**src/rtl/sipo_multich_controller.sv**
```systemverilog
// Sequencer for a serial ADC feeding a SIPO register: per channel it pulses the
// conversion strobe, skips lead bits, shifts the data word, then waits for an ack.
module sipo_multich_controller #(
  parameter int DATA_BITS   = 12,
  parameter int LEAD_BITS   = 3,
  parameter int NUM_CH      = 4,
  parameter int CONV_CYCLES = 2,
  localparam int BW   = (DATA_BITS > 1) ? $clog2(DATA_BITS) : 1,
  localparam int CHW  = (NUM_CH > 1) ? $clog2(NUM_CH) : 1
) (
  input  logic           clk,
  input  logic           reset_b,
  input  logic           start,
  input  logic           continuous,
  input  logic           ready_ack,
  output logic           control_signal,
  output logic           data_logging,
  output logic [BW-1:0]  bit_index,
  output logic [CHW-1:0] ch_sel,
  output logic           data_ready,
  output logic           frame_done,
  output logic           busy
);

  localparam int MAXV_A = (CONV_CYCLES > LEAD_BITS) ? CONV_CYCLES : LEAD_BITS;
  localparam int MAXV   = (MAXV_A > DATA_BITS) ? MAXV_A : DATA_BITS;
  localparam int CW     = $clog2(MAXV + 1);

  localparam logic [CW-1:0]  CONV_LAST = CW'(CONV_CYCLES - 1);
  localparam logic [CW-1:0]  LEAD_LAST = CW'((LEAD_BITS > 0) ? LEAD_BITS - 1 : 0);
  localparam logic [CW-1:0]  DATA_LAST = CW'(DATA_BITS - 1);
  localparam logic [CHW-1:0] LAST_CH   = CHW'(NUM_CH - 1);

  typedef enum logic [2:0] {
    S_IDLE, S_CONV, S_SETTLE, S_SKIP, S_LOG, S_READY
  } state_t;

  state_t         state_q, state_d;
  logic [CW-1:0]  cnt_q, cnt_d;
  logic [CHW-1:0] ch_q, ch_d;
  logic           frame_done_q, frame_done_d;
  logic           control_q, logging_q, ready_q, busy_q;
  logic [BW-1:0]  bit_index_q;

  always_comb begin
    state_d      = state_q;
    cnt_d        = cnt_q + 1'b1;
    ch_d         = ch_q;
    frame_done_d = 1'b0;
    case (state_q)
      S_IDLE: begin
        cnt_d = '0;
        if (start) begin
          state_d = S_CONV;
          ch_d    = '0;
        end
      end
      S_CONV: begin
        if (cnt_q == CONV_LAST) begin
          state_d = S_SETTLE;
          cnt_d   = '0;
        end
      end
      S_SETTLE: begin
        cnt_d   = '0;
        state_d = (LEAD_BITS == 0) ? S_LOG : S_SKIP;
      end
      S_SKIP: begin
        if (cnt_q == LEAD_LAST) begin
          state_d = S_LOG;
          cnt_d   = '0;
        end
      end
      S_LOG: begin
        if (cnt_q == DATA_LAST) begin
          state_d = S_READY;
          cnt_d   = '0;
        end
      end
      S_READY: begin
        cnt_d = '0;
        if (ready_ack) begin
          if (ch_q == LAST_CH) begin
            ch_d         = '0;
            frame_done_d = 1'b1;
            state_d      = continuous ? S_CONV : S_IDLE;
          end else begin
            ch_d    = ch_q + 1'b1;
            state_d = S_CONV;
          end
        end
      end
      default: begin
        state_d = S_IDLE;
        cnt_d   = '0;
      end
    endcase
  end

  // Strobes are decoded from the next state so the registered copies match a
  // Moore decode of state_q/cnt_q cycle for cycle, without output glitches.
  always_ff @(posedge clk or negedge reset_b) begin
    if (!reset_b) begin
      state_q      <= S_IDLE;
      cnt_q        <= '0;
      ch_q         <= '0;
      frame_done_q <= 1'b0;
      control_q    <= 1'b0;
      logging_q    <= 1'b0;
      bit_index_q  <= '0;
      ready_q      <= 1'b0;
      busy_q       <= 1'b0;
    end else begin
      state_q      <= state_d;
      cnt_q        <= cnt_d;
      ch_q         <= ch_d;
      frame_done_q <= frame_done_d;
      control_q    <= (state_d == S_CONV);
      logging_q    <= (state_d == S_LOG);
      bit_index_q  <= (state_d == S_LOG) ? cnt_d[BW-1:0] : '0;
      ready_q      <= (state_d == S_READY);
      busy_q       <= (state_d != S_IDLE);
    end
  end

  assign control_signal = control_q;
  assign data_logging   = logging_q;
  assign bit_index      = bit_index_q;
  assign ch_sel         = ch_q;
  assign data_ready     = ready_q;
  assign frame_done     = frame_done_q;
  assign busy           = busy_q;

endmodule

```
**config.mk**
```make
export PLATFORM = sky130hd
export DESIGN_NAME = sipo_multich_controller
export DESIGN_NICKNAME = d
export VERILOG_FILES = /design/src/rtl/sipo_multich_controller.sv
export SDC_FILE = /design/constraint.sdc
export NUM_CORES = 1
export LEC_CHECK = 0
export BUFFER_PORTS_ARGS = -buffer_cell sky130_fd_sc_hd__buf_2
export CAP_MARGIN = 20
export CORE_MARGIN = 1.5
export CORE_UTILIZATION = 40
export DETAILED_ROUTE_END_ITERATION = 8
export PLACE_DENSITY = 0.71
export SETUP_SLACK_MARGIN = 0.02
export SLEW_MARGIN = 30
export SYNTH_ARGS = -nofsm -noshare
export SYNTH_HDL_FRONTEND = slang
export SYNTH_SLANG_ARGS = --single-unit
```
**constraint.sdc**
```tcl
create_clock -name clk -period 2.7 [get_ports clk]
set_input_delay 0.27 -clock clk [delete_from_list [all_inputs] [get_ports clk]]
set_output_delay 0.27 -clock clk [all_outputs]
set_load 0.02 [all_outputs]
```
==> impl_metrics.toml <==
[outcome]
status = "finished clean"

[timing]
fin_ws_ns = 1.05
skew_ns = 0.00271
tns_ns = 0
setup_viol = 0
final_hold_viol_count = 0
maxClockFrequency_mhz = 607
slew_viol_final = 0
worst_slew_pin_slew_ns = 0.542
min_period_over_period = 0.610
grt_setup_unrepaired = "false"
finalCriticalPeriod_ns = 1.65
slew_headroom = 0.633

[pwr]
seqPwrFrac = 0.485
leakage_nw = 0.488
p_sw_uw = 339
p_clk_frac = 0.147
combPwrFrac = 0.368
peakVddDrop_uv = 332
p_int_uw = 519
switching_share = 0.395
pwr_density_cell_nw_per_um2 = 865

[final_layout]
layout_commonest_cell = "dfrtp_1"
diodes = 0
most-common-layout-cells = "dfrtp_1, buf_2, nor2_1, nand3_1, a21oi_1"
final_core_util = 0.496
drive_gt1_frac = 0.211
nets = 106
final_area_um2 = 992
area_growth_pct = 13.8

[die]
rows = 16
die_area_um2 = 2470
die_h_um = 49.7
initial_utilization = 0.436
num_io_pins = 16
die_w_um = 49.7
core_area_um2 = 2000

[placed_design]
place.port_buffers = 15
gp_congestion = 0.818
hpwlAfterDp_mm = 1.13
pre_cts_slack_ns = 1.08
dpl_cell_area_um2 = 960

[setup_path]
slowest_delay_ns = 0.45
crit_end = "busy"
reg2reg_from = "cnt_q[0]"
reg2reg_depth = 4
crit_path_top_delay_cell = "dfrtp_1"
cp.arrival_ns = 1.79
path_class = "flop to flop"
crit_fanout = 6
path_cells = "ha_1, or3b_1, a32oi_2, o2111ai_1"
r2r_setup_slack_ns = 1.05
r2r_end = "busy"
crit_path_start = "cnt_q[0]"
worstSetupEndpointType = "flop"
critPathLaunchType = "flop"
required_ns = 2.85

[clocking]
htreeDepth = 1
clock_path_buffers = 2
numCtsBuffers = 3
insertion_delay_ns = 0.28
ctsRootBufferMaster = "clkbuf_4"
cts_sinks = 18
post_cts_resize_count = 0
cts_tree = "built"
ctsHoldBuffers = 1
post-cts-setup-buffers = 0
clk_pin_slew_ns = 0.09

[route]
antenna_left = 0
dr_total_vias = 656
drt-pass1-iter-count = 4
post_drt_wl_per_cell_um = 12.4
routed_wl_mm = 1.52
drtIter0Drc = 5
vias_per_cell = 5.38
drc = 0

[logic_synthesis]
ys_seq_elements = 18
syn_area_per_cell_um2 = 11.0
yosys_warnings = 0
ys_seq_area_frac = 0.516
syn-num-nets = 88
synth_cells = 79
syn_area_um2 = 872
ys_types = 32

[flow_run]
max_cap_viol_count = 0

[global_route]
grt_pass1_vias = 601
grt.total_usage = 0.135
grt_pass1_wl_mm = 2.48
grt_max_degree = 19
grt.overflow.total = 0
antenna_found_initial = 0

[hold_path]
worstHoldStart = "ready_ack"
holdCritPathClass = "input pin to flop"
flip-flops by register name (all words and copies together) (netlist names):
signal	cells
state_q	3
busy	1
data_ready	1
cnt_q	4
bit_index	4
frame_done	1
ch_sel	2
control_signal	1
data_logging	1
worst min-delay path by stage:
stage	to	cells past startpoint
finish	frame_done	3
global route	frame_done	3
CTS	frame_done	3
detailed placement	frame_done	1
global placement	state_q[2]	1
floorplan	bit_index[0]	0
metal layers:
layer	track usage	share of wire	wire length (um)	vias up
met5	0	0	0	-
met4	0.106	0.031	47	0
met3	0.0212	0.044	66	8
met2	0.222	0.49	742	24
met1	0.154	0.43	659	309
li1	-	-	-	315
logic make-up (layout without fill, tap and decap cells):
kind of cell / after synthesis / in the layout / synth area share
DFF: 18 / 18 / 0.516
adders and majority gates: 4 / 4 / 0.0574
and+or+nand+nor: 32 / 32 / 0.211
xor gates and xnor gates: 2 / 2 / 0.0201
buffers and inverters: 6 / 22 / 0.0373
muxes: 3 / 3 / 0.0373
AOI/OAI and AO/OA: 14 / 14 / 0.121
critical path: cells and delay by family, from the launching register on:
kind | cells | cell delay (ns)
DFF | 1 | 0.45
AOI/OAI and AO/OA | 2 | 0.43
and+or+nand+nor | 1 | 0.37
adders and majority gates | 1 | 0.26
power groups by stage:
stage	sequential (mW)	clock, mW	combinational [mW]
3_3_place_gp	0.415	0	0.311
5_1_grt	0.425	0.141	0.349
2_1_floorplan	0.400	0	0.270
6_report	0.416	0.126	0.316
3_5_place_dp	0.418	0	0.316
4_1_cts	0.414	0.132	0.318
area by class of cell:
| cell class | count | area, um^2 |
|---|---|---|
| Clock buffer | 3 | 22.5 |
| Fill cell | 192 | 1010 |
| Inverter | 3 | 11.3 |
| Multi-Input combinational cell | 55 | 389 |
| Sequential cell | 18 | 450 |
| Tap cell | 27 | 33.8 |
| Timing Repair Buffer | 16 | 85.1 |
synth_stat cells:
master | instances | share of area
o2bb2ai_1 | 1 | 0.010
nand4b_1 | 1 | 0.010
nand3b_1 | 2 | 0.017
o311ai_1 | 1 | 0.010
nor3b_1 | 1 | 0.0086
nand2_1 | 4 | 0.017
xnor2_1 | 1 | 0.010
a21oi_1 | 5 | 0.029
buf_6 | 1 | 0.013
nand3_1 | 5 | 0.029
ha_1 | 4 | 0.057
a21oi_2 | 1 | 0.010
a21boi_1 | 1 | 0.0086
buf_2 | 2 | 0.011
nor2b_1 | 1 | 0.0072
o2111ai_1 | 1 | 0.010
nand4bb_1 | 1 | 0.013
mux2i_1 | 1 | 0.011
a32oi_2 | 1 | 0.019
xor2_1 | 1 | 0.010
or3b_1 | 3 | 0.030
and3_1 | 3 | 0.022
dfrtp_1 | 18 | 0.52
o22a_1 | 1 | 0.010
nor3_1 | 1 | 0.0057
inv_1 | 3 | 0.013
o22ai_1 | 1 | 0.0072
nand2b_1 | 1 | 0.0072
a31oi_1 | 1 | 0.0072
and3b_1 | 1 | 0.010
mux2_1 | 2 | 0.026
nor2_1 | 8 | 0.034
stage by stage:
stage / hold WS (ns) / cells / power, mW
floorplan: -0.0256 / 79 / 0.670
global placement: 0.215 / 118 / 0.726
detailed placement: 0.218 / 118 / 0.734
CTS: 0.216 / 122 / 0.863
global route: 0.238 / 122 / 0.915
finish: 0.228 / 122 / 0.858
No activity file was read; power rests on OpenSTA's default activity.
